**src/rtl/tpdf_requantizer.sv**
```systemverilog
// TPDF-dithered requantizer with optional first-order error-feedback noise
// shaping. Time-multiplexed channels, two-stage valid/ready pipeline.
module tpdf_requantizer #(
    parameter int unsigned IN_W     = 24,
    parameter int unsigned OUT_W    = 16,
    parameter int unsigned CHANNELS = 2,
    parameter int unsigned NS_EN    = 0,
    parameter logic [31:0] SEED_A   = 32'hACE1_2468,
    parameter logic [31:0] SEED_B   = 32'h1357_BDF1,
    localparam int unsigned CW      = (CHANNELS > 1) ? $clog2(CHANNELS) : 1
) (
    input  logic              clk,
    input  logic              rst,
    input  logic [IN_W-1:0]   in_data,
    input  logic [CW-1:0]     in_chan,
    input  logic              in_dither_en,
    input  logic              in_valid,
    output logic              in_ready,
    output logic [OUT_W-1:0]  out_data,
    output logic [CW-1:0]     out_chan,
    output logic              out_sat,
    output logic              out_valid,
    input  logic              out_ready,
    input  logic              clip_clr,
    output logic [15:0]       clip_cnt
);

    // Bits dropped by requantization, working width and error register width.
    localparam int unsigned D  = IN_W - OUT_W;
    localparam int unsigned VW = IN_W + 4;
    localparam int unsigned EW = D + 2;

    localparam logic [31:0] LFSR_TAPS = 32'h8020_0003;

    // Rounding offset and output clip limits in the working width.
    localparam logic signed [VW-1:0] HALF  = VW'(1) << (D - 1);
    localparam logic signed [VW-1:0] Q_MAX = (VW'(1) << (OUT_W - 1)) - VW'(1);
    localparam logic signed [VW-1:0] Q_MIN = ~Q_MAX;

    // One Galois step, right-shifting form.
    function automatic logic [31:0] lfsr_step(input logic [31:0] s);
        return (s >> 1) ^ (s[0] ? LFSR_TAPS : 32'h0);
    endfunction

    logic [31:0]            lfsr_a;
    logic [31:0]            lfsr_b;

    logic                   s1_valid;
    logic signed [IN_W-1:0] s1_data;
    logic [CW-1:0]          s1_chan;
    logic signed [D:0]      s1_dither;

    logic signed [EW-1:0]   err_q [CHANNELS];

    logic                   chan_ok_c;
    logic                   accept_c;
    logic                   advance_c;
    logic                   s2_load_c;
    logic                   s2_take_c;
    logic signed [D:0]      dither_c;

    logic signed [EW-1:0]   err_cur_c;
    logic signed [VW-1:0]   v_c;
    logic signed [VW-1:0]   sum_c;
    logic signed [VW-1:0]   q_c;
    logic                   sat_c;
    logic [OUT_W-1:0]       out_next_c;
    logic signed [EW-1:0]   err_next_c;

    // Handshake: stage 2 frees when empty or drained; stage 1 frees when stage 2 loads.
    assign chan_ok_c = 32'(in_chan) < CHANNELS;
    assign s2_load_c = !out_valid || out_ready;
    assign in_ready  = !s1_valid || s2_load_c;
    assign accept_c  = in_valid && in_ready;
    assign advance_c = accept_c && chan_ok_c;
    assign s2_take_c = s2_load_c && s1_valid;

    // Triangular dither from the difference of two independent uniform sources.
    always_comb begin
        dither_c = '0;
        if (in_dither_en) begin
            dither_c = $signed({1'b0, lfsr_a[D-1:0]}) - $signed({1'b0, lfsr_b[D-1:0]});
        end
    end

    // Dither generators advance once per sample that will produce an output.
    always_ff @(posedge clk or negedge rst) begin
        if (!rst) begin
            lfsr_a <= SEED_A;
            lfsr_b <= SEED_B;
        end else if (advance_c) begin
            lfsr_a <= lfsr_step(lfsr_a);
            lfsr_b <= lfsr_step(lfsr_b);
        end
    end

    // Stage 1: capture accepted sample and its dither; out-of-range channels vanish here.
    always_ff @(posedge clk or negedge rst) begin
        if (!rst) begin
            s1_valid  <= 1'b0;
            s1_data   <= '0;
            s1_chan   <= '0;
            s1_dither <= '0;
        end else if (in_ready) begin
            s1_valid <= in_valid && chan_ok_c;
            if (advance_c) begin
                s1_data   <= $signed(in_data);
                s1_chan   <= in_chan;
                s1_dither <= dither_c;
            end
        end
    end

    // Requantize: error feedback, dither, round-half-up, arithmetic shift, clip.
    always_comb begin
        err_cur_c  = '0;
        v_c        = '0;
        sum_c      = '0;
        q_c        = '0;
        sat_c      = 1'b0;
        out_next_c = '0;
        err_next_c = '0;

        if (NS_EN != 0) begin
            err_cur_c = err_q[s1_chan];
        end
        v_c   = VW'(s1_data) - VW'(err_cur_c);
        sum_c = v_c + VW'(s1_dither) + HALF;
        q_c   = sum_c >>> D;

        if (q_c > Q_MAX) begin
            sat_c      = 1'b1;
            out_next_c = OUT_W'(Q_MAX);
        end else if (q_c < Q_MIN) begin
            sat_c      = 1'b1;
            out_next_c = OUT_W'(Q_MIN);
        end else begin
            out_next_c = OUT_W'(q_c);
        end

        // A clipped sample would feed back a huge error; restart shaping instead.
        if (!sat_c) begin
            err_next_c = EW'((q_c <<< D) - v_c);
        end
    end

    // Stage 2: output register, held while the sink stalls.
    always_ff @(posedge clk or negedge rst) begin
        if (!rst) begin
            out_valid <= 1'b0;
            out_data  <= '0;
            out_chan  <= '0;
            out_sat   <= 1'b0;
        end else if (s2_load_c) begin
            out_valid <= s1_valid;
            if (s1_valid) begin
                out_data <= out_next_c;
                out_chan <= s1_chan;
                out_sat  <= sat_c;
            end
        end
    end

    // Per-channel quantization error, written as the sample leaves stage 1.
    always_ff @(posedge clk or negedge rst) begin
        if (!rst) begin
            for (int c = 0; c < int'(CHANNELS); c++) begin
                err_q[c] <= '0;
            end
        end else if ((NS_EN != 0) && s2_take_c) begin
            err_q[s1_chan] <= err_next_c;
        end
    end

    // Saturating clip counter; a clear coinciding with a clip leaves a count of one.
    always_ff @(posedge clk or negedge rst) begin
        if (!rst) begin
            clip_cnt <= '0;
        end else if (clip_clr) begin
            clip_cnt <= (s2_take_c && sat_c) ? 16'd1 : 16'd0;
        end else if (s2_take_c && sat_c && (clip_cnt != 16'hFFFF)) begin
            clip_cnt <= clip_cnt + 16'd1;
        end
    end

endmodule
```
**config.mk**
```make
export PLATFORM = sky130hd
export DESIGN_NAME = tpdf_requantizer
export DESIGN_NICKNAME = d
export VERILOG_FILES = /design/src/rtl/tpdf_requantizer.sv
export SDC_FILE = /design/constraint.sdc
export NUM_CORES = 1
export LEC_CHECK = 0
export BUFFER_PORTS_ARGS = -buffer_cell sky130_fd_sc_hd__buf_2
export CORE_UTILIZATION = 45
export DETAILED_ROUTE_END_ITERATION = 6
export MAX_ROUTING_LAYER = met4
export SYNTH_ARGS = -nofsm -noshare
export SYNTH_HDL_FRONTEND = slang
export SYNTH_SLANG_ARGS = --single-unit
```
**constraint.sdc**
```tcl
create_clock -name clk -period 4.5 [get_ports clk]
set_clock_uncertainty 0.2 [all_clocks]
set_input_delay 0.225 -clock clk [delete_from_list [all_inputs] [get_ports clk]]
set_output_delay 0.225 -clock clk [all_outputs]
set_load 0.005 [all_outputs]
```
# After elaboration in Yosys (flattened, before gate mapping)
# Cells that the tools add are included.
# word_totals
register_bits,134
output_inout_bits,36
word_cells,41
# op_classes
add_sub_neg,4
order_cmp,2
n_eq_ne,1
n_mux,10
n_bitwise,2
reduce_logical,11
# op_table
op,n
2-to-1 mux 16 bit,4
2-to-1 mux 32 bit,2
bitwise XOR 31 x 32 -> 32 bit,2
"adder 25 x 9 -> 26 bit, second input constant",1
adder 24 x 9 -> 25 bit,1
"greater-than comparator 18 x 16 -> 1 bit, second input constant",1
"< comparator 18 x 16 -> 1 bit, second input constant",1
"adder 16 x 1 -> 16 bit, second input constant",1
"!= test 16 bit, second input constant",1
2-to-1 mux 9 bit,1
subtractor 8 x 8 -> 9 bit,1
logical AND 1 bit,4
AND reduction 2 bit,2
2-to-1 mux 1 bit,3
zero test 1 bit,2
logical OR 1 bit,2
nonzero test 2 bit,1

# Longest topological paths before layout
# logic_depth
word_depth,9
depth_mapped,15
mapped_depth_nobuf,13

# Least setup slack after synthesis
# No wires, ideal clock.
# synth_timing
kind,reg-to-reg
startpoint,register s1_dither[8]
endpoint,register clip_cnt[6]
setup_time_ns,0.128
t_arrival_ns,3.431
setup_slack_ns,0.741
stages_incl_launch_ff,13
path_buffers,1
path_cell_list,dfrtp_1 -> inv_1 -> ha_1 -> ha_1 -> inv_1 -> or4_1 -> a21o_1 -> and3_1 -> a32oi_4 -> o21ba_2 -> buf_6 -> nor4_1 -> mux2_1
# synth_between
elab_chain_len,8
# synth_rtl
element,line,source
from (decl),51,logic signed [D:0] s1_dither;
from (signal assigned),109,s1_dither <= dither_c;
adder 24 x 9 -> 25 bit (*),128,sum_c = v_c + VW'(s1_dither) + HALF;
adder 25 x 9 -> 26 bit (*),128,
< comparator 18 x 16 -> 1 bit,134,end else if (q_c < Q_MIN) begin
2-to-1 mux 1 bit,134,
2-to-1 mux 1 bit (*),131,if (q_c > Q_MAX) begin
logical AND 1 bit (*) (2 in a row),181,end else if (s2_take_c && sat_c && (clip_cnt != 16'hFFFF)) begin
nonzero test 2 bit (no source line) (*),n/a,
to (signal assigned),180,clip_cnt <= (s2_take_c && sat_c) ? 16'd1 : 16'd0;
to (signal assigned),182,clip_cnt <= clip_cnt + 16'd1;
to (decl),25,output logic [15:0] clip_cnt
# Mark *: on every way between the ends. The rest lies on a longest branch, timed or not.
# A chain may end at the register's enable or synchronous reset.

# Worst setup path after layout
# Ends and elaborated chain as after synthesis.

==> metrics.log <==
INFO  metric number_of_global_route_vias_before_repair = approximately 5.8k
INFO  metric top_signal_layer_used = met4
INFO  metric worst_pin_slew = between 1 and 1.5 ns
INFO  metric placed_cells = roughly 1.1k
INFO  metric initialDrtViolationCount = between 300 and 400
INFO  metric rrSetupSlack = 0.41 ns
INFO  metric die_area = roughly 0.016 mm²
INFO  metric timing.setup.tns = 0 ns
INFO  metric yosysMostFrequentCell = sky130_fd_sc_hd__nand2_1
INFO  metric floorplan.core_area = approximately 0.015 mm²
INFO  metric post_synth_most_frequent_cells = sky130_fd_sc_hd__nand2_1 (291), sky130_fd_sc_hd__dfrtp_1 (102), sky130_fd_sc_hd__ha_1 (55), sky130_fd_sc_hd__a21oi_1 (52), sky130_fd_sc_hd__o21ai_0 (36)
INFO  metric cts-root-buf = sky130_fd_sc_hd__clkbuf_16
INFO  metric number_of_flops_mapped_to_enable_cells_by_yosys = 0
INFO  metric end_kind = flop
INFO  metric max-clock-path-buffers = 2
INFO  metric grt_first_pass_wirelength = between 20000 and 30000 µm
INFO  metric synth_area_per_cell = 8.771 µm²
INFO  metric endpoint_of_the_lowest_slack_register_to_register_path = clip_cnt[6]
INFO  metric wirelength_met1 = approximately 7100 µm
INFO  metric grt_remaining_overflow = 0
INFO  metric htree_levels = 4
INFO  metric timing.max_cap.violations = 0
INFO  metric top_level_ports = 67
INFO  metric synth.cell_area = about 0.0072 mm²
INFO  metric holdCritPathClass = input pin to flop
INFO  metric crit_path_max_incr_delay = around 0.53 ns
INFO  metric status = completed
INFO  metric final_util = a little under three fifths
INFO  metric clock.fmax = roughly 240 MHz
INFO  metric synth-async-reset-ratio = between 90% and 100%
INFO  metric cp_data_required_time = between 4 and 5 ns
INFO  metric clkLatencyLatePin = 0.42 ns
INFO  metric worst-setup-path-type = flop to flop
INFO  metric post_route_cells_drive_above_1_share = between 10% and 20%
INFO  metric drt-vias-per-instance = 5.148
INFO  metric period_minus_slack = 4.095 ns
INFO  metric final_critical_path_share_of_the_clock_period = between 90% and 100%
INFO  metric setup_slack = just over 0.4 ns
INFO  metric dominantRegCellSynth = sky130_fd_sc_hd__dfrtp_1
INFO  metric layout.cell_area.non_filler = between 0.008 and 0.009 mm²
INFO  metric pin_count_of_the_biggest_net_entering_global_routing = just over 60
INFO  metric port_buffers = 66
INFO  metric synth.net_count = around 910
INFO  metric hpwlAfterDp = approximately 11000 µm
INFO  metric detailedRoute.firstPassIterationCount = 4
INFO  metric setup_violations = 0
INFO  metric startpoint_type = flop
INFO  metric final_hold_viol_count = 0
INFO  metric design.final.nets = between 900 and 1k
INFO  metric initial_core_util = 46.67%
INFO  metric crit-reg2reg-launch = s1_dither[8]
INFO  metric final-instance-count-excl-fill = ~1.1k
INFO  metric report.final.slew_viol_count = 0
INFO  metric synthTopCellsByArea = sky130_fd_sc_hd__dfrtp_1 (36%), sky130_fd_sc_hd__nand2_1 (15%), sky130_fd_sc_hd__dfstp_2 (12%), sky130_fd_sc_hd__ha_1 (9.6%), sky130_fd_sc_hd__a21oi_1 (3.6%)
INFO  metric synth.lib_cells_used.distinct = 53
INFO  metric layout.filler_cells = around 1.4k
INFO  metric rsz0062_at_grt = false
INFO  metric synth-seq-area-share = 47.30%
INFO  metric netlist.area_leader.share = a little over a third
INFO  metric synth_to_layout_area_growth = 19.27%
INFO  metric met3RoutedLength = 498 µm
INFO  metric leakage = 4.214 nW
INFO  metric detail_route.wl_per_cell = between 10 and 15 µm
INFO  metric warnings_from_yosys = 0
INFO  metric place.gp.congestion = 0.8434
INFO  metric critical_path_arrival = between 4 and 5 ns
INFO  metric floorplan.die.width = roughly 130 µm
INFO  metric dpl_cell_area = ~0.0077 mm²
INFO  metric antenna_found_initial = 0
INFO  metric post-synth-top-area-cell = sky130_fd_sc_hd__dfrtp_1
INFO  metric placement.setup.worst_slack = 0.2279 ns
INFO  metric ys_seq_elements = roughly 130
INFO  metric grt_util_all_layers = 21.14%
INFO  metric y_dimension_of_the_die = between 100 and 150 µm
INFO  metric detailroute.wirelength.met2 = approximately 7800 µm
INFO  metric areal_power_density_over_the_cells = 594.5 mW/mm²
INFO  metric row_count = 45
INFO  metric cpMaxStageDelayCell = sky130_fd_sc_hd__dfrtp_2
INFO  metric cts_tree = yes
INFO  metric timing.slew.headroom = ~28%
INFO  metric worst_ir_drop_vdd = ~0.29 mV
INFO  metric num_cts_buffers = 17
INFO  metric detail-route-antenna-nets = 0
INFO  metric post_synth_inst_count = 818
INFO  metric cp_max_fo = 21
INFO  metric route.vias.total = slightly below 6k
INFO  metric clock_sink_count = between 100 and 150
INFO  metric crit_chain = ha_1 -> ha_1 -> a21oi_1 -> o21ai_0 -> a211oi_1 -> o21ai_1 -> o21ai_0 -> nand2_1 -> o21ba_2 -> nor4_1 -> mux2_1
INFO  metric min_delay_worst_endpoint = clip_cnt[1]
INFO  metric hold_path.startpoint = clip_clr
INFO  metric min_path_cells = 2
INFO  metric detail_route.drc_violations = 0
INFO  metric postRouteWirelength = about 16000 µm
INFO  metric r2r.worst_path.cells = 11
INFO  metric cts_setup_buffers = 0
INFO  metric clkSlewWorstSetupHoldPaths = ~0.06 ns
## report_power, final
| part | internal (mW) | switching [mW] | leakage [nW] |
|---|---|---|---|
| sequential | 1.60 | 0.218 | 1.63 |
| combinational | 0.804 | 1.15 | 2.31 |
| clock | 0.788 | 0.523 | 0.265 |
| total | 3.20 | 1.89 | 4.21 |
## logic make-up (layout without fill, tap and decap cells)
| family | after synthesis | in the layout | synth area share [%] |
|---|---|---|---|
| compound gates | 159 | 159 | 13.59 |
| xor+xnor | 25 | 25 | 3.052 |
| fa+ha+maj | 56 | 56 | 9.871 |
| buf+inv | 63 | 164 | 3.418 |
| flops | 134 | 134 | 47.30 |
| mux | 6 | 6 | 0.9417 |
| other cells | 0 | 1 | 0 |
| simple gates | 375 | 375 | 21.83 |
## timing repair
| item | CTS | global route |
|---|---|---|
| endpoints found under the hold margin | 77 | 0 |
| endpoints found under the setup margin | 0 | 7 |
| hold buffers | 30 | 0 |
| gates resized for setup | 0 | 1 |
## sequential cells by signal, summed over array words and instances (netlist names)
name       cells
lfsr_a        32
lfsr_b        32
s1_data       24
clip_cnt      16
out_data      16
s1_dither      9
out_chan       1
out_sat        1
out_valid      1
s1_chan        1
s1_valid       1
## worst max path at each step
stage / startpoint / endpoint / slack [ns] / cells after the start
floorplan: s1_dither[8] / clip_cnt[6] / 0.74 / 12
global placement: s1_dither[8] / clip_cnt[6] / 0.35 / 11
detailed placement: s1_dither[8] / clip_cnt[6] / 0.23 / 11
CTS: s1_dither[8] / clip_cnt[6] / 0.20 / 11
global route: s1_dither[8] / clip_cnt[6] / 0.12 / 11
finish: s1_dither[8] / clip_cnt[6] / 0.41 / 11
## critical path, delay by kind of cell (launching register included)
kind	cells	cell delay (ns)
AO/OA/AOI/OAI	6	1.57
adder cells (fa/ha/maj)	2	0.70
AND/OR/NAND/NOR	2	0.59
flip-flops	1	0.53
multiplexers	1	0.36
## per-layer routing
layer | track usage [%] | up-vias
li1 | - | 2930
met1 | 25.30 | 2773
met2 | 35.23 | 97
met3 | 4.382 | 22
met4 | 7.612 | 0
met5 | - | -
## layout make-up
| cell class | count | area (µm²) | area share, % |
|---|---|---|---|
| Inverter | 29 | 108.9 | 1.272 |
| Antenna cell | 1 | 2.502 | 0.02924 |
| Multi-Input combinational cell | 621 | 3540 | 41.37 |
| Sequential cell | 134 | 3395 | 39.67 |
| Clock inverter | 11 | 101.3 | 1.184 |
| Timing Repair Buffer | 103 | 685.7 | 8.013 |
| Tap cell | 211 | 264.0 | 3.085 |
| Clock buffer | 21 | 460.4 | 5.381 |
## placed cells by master (no fill, tap or decap), types with 4 or more instances in the layout
cell                            synthesis  final
sky130_fd_sc_hd__xor2_1                13     13
sky130_fd_sc_hd__nor2_1                20     20
sky130_fd_sc_hd__a211oi_1               4      4
sky130_fd_sc_hd__ha_1                  55     55
sky130_fd_sc_hd__nand3_1               15     15
sky130_fd_sc_hd__dfstp_2               32     32
sky130_fd_sc_hd__mux2_2                 5      5
sky130_fd_sc_hd__nand2b_1               7      7
sky130_fd_sc_hd__nor2b_1                7      7
sky130_fd_sc_hd__or4_1                  8      8
sky130_fd_sc_hd__o2111ai_1              4      4
sky130_fd_sc_hd__a21o_1                 8      8
sky130_fd_sc_hd__o21bai_1               4      4
sky130_fd_sc_hd__o21ai_0               36     36
sky130_fd_sc_hd__dfrtp_1              102    101
sky130_fd_sc_hd__o31ai_1               10     10
sky130_fd_sc_hd__and3_1                 6      6
sky130_fd_sc_hd__a21oi_1               52     52
sky130_fd_sc_hd__inv_1                 29     29
sky130_fd_sc_hd__clkbuf_16              0     17
sky130_fd_sc_hd__buf_4                  0      8
sky130_fd_sc_hd__nor3_1                 6      6
sky130_fd_sc_hd__buf_2                  1     65
sky130_fd_sc_hd__clkinvlp_4             0      4
sky130_fd_sc_hd__xnor2_1               12     12
sky130_fd_sc_hd__o21ai_1               20     20
sky130_fd_sc_hd__dlygate4sd3_1          0     30
sky130_fd_sc_hd__nand2_1              291    290
## stage by stage
| stage | power, mW | hold WS [ns] |
|---|---|---|
| 3_3_place_gp | 3.726 | 0.1209 |
| 3_5_place_dp | 3.770 | 0.1305 |
| 2_1_floorplan | 3.249 | -0.2706 |
| 6_report | 5.087 | 0.03728 |
| 5_1_grt | 5.504 | 0.04969 |
| 4_1_cts | 5.133 | 0.01971 |
Note: power is estimated with default switching activity, not from simulation.
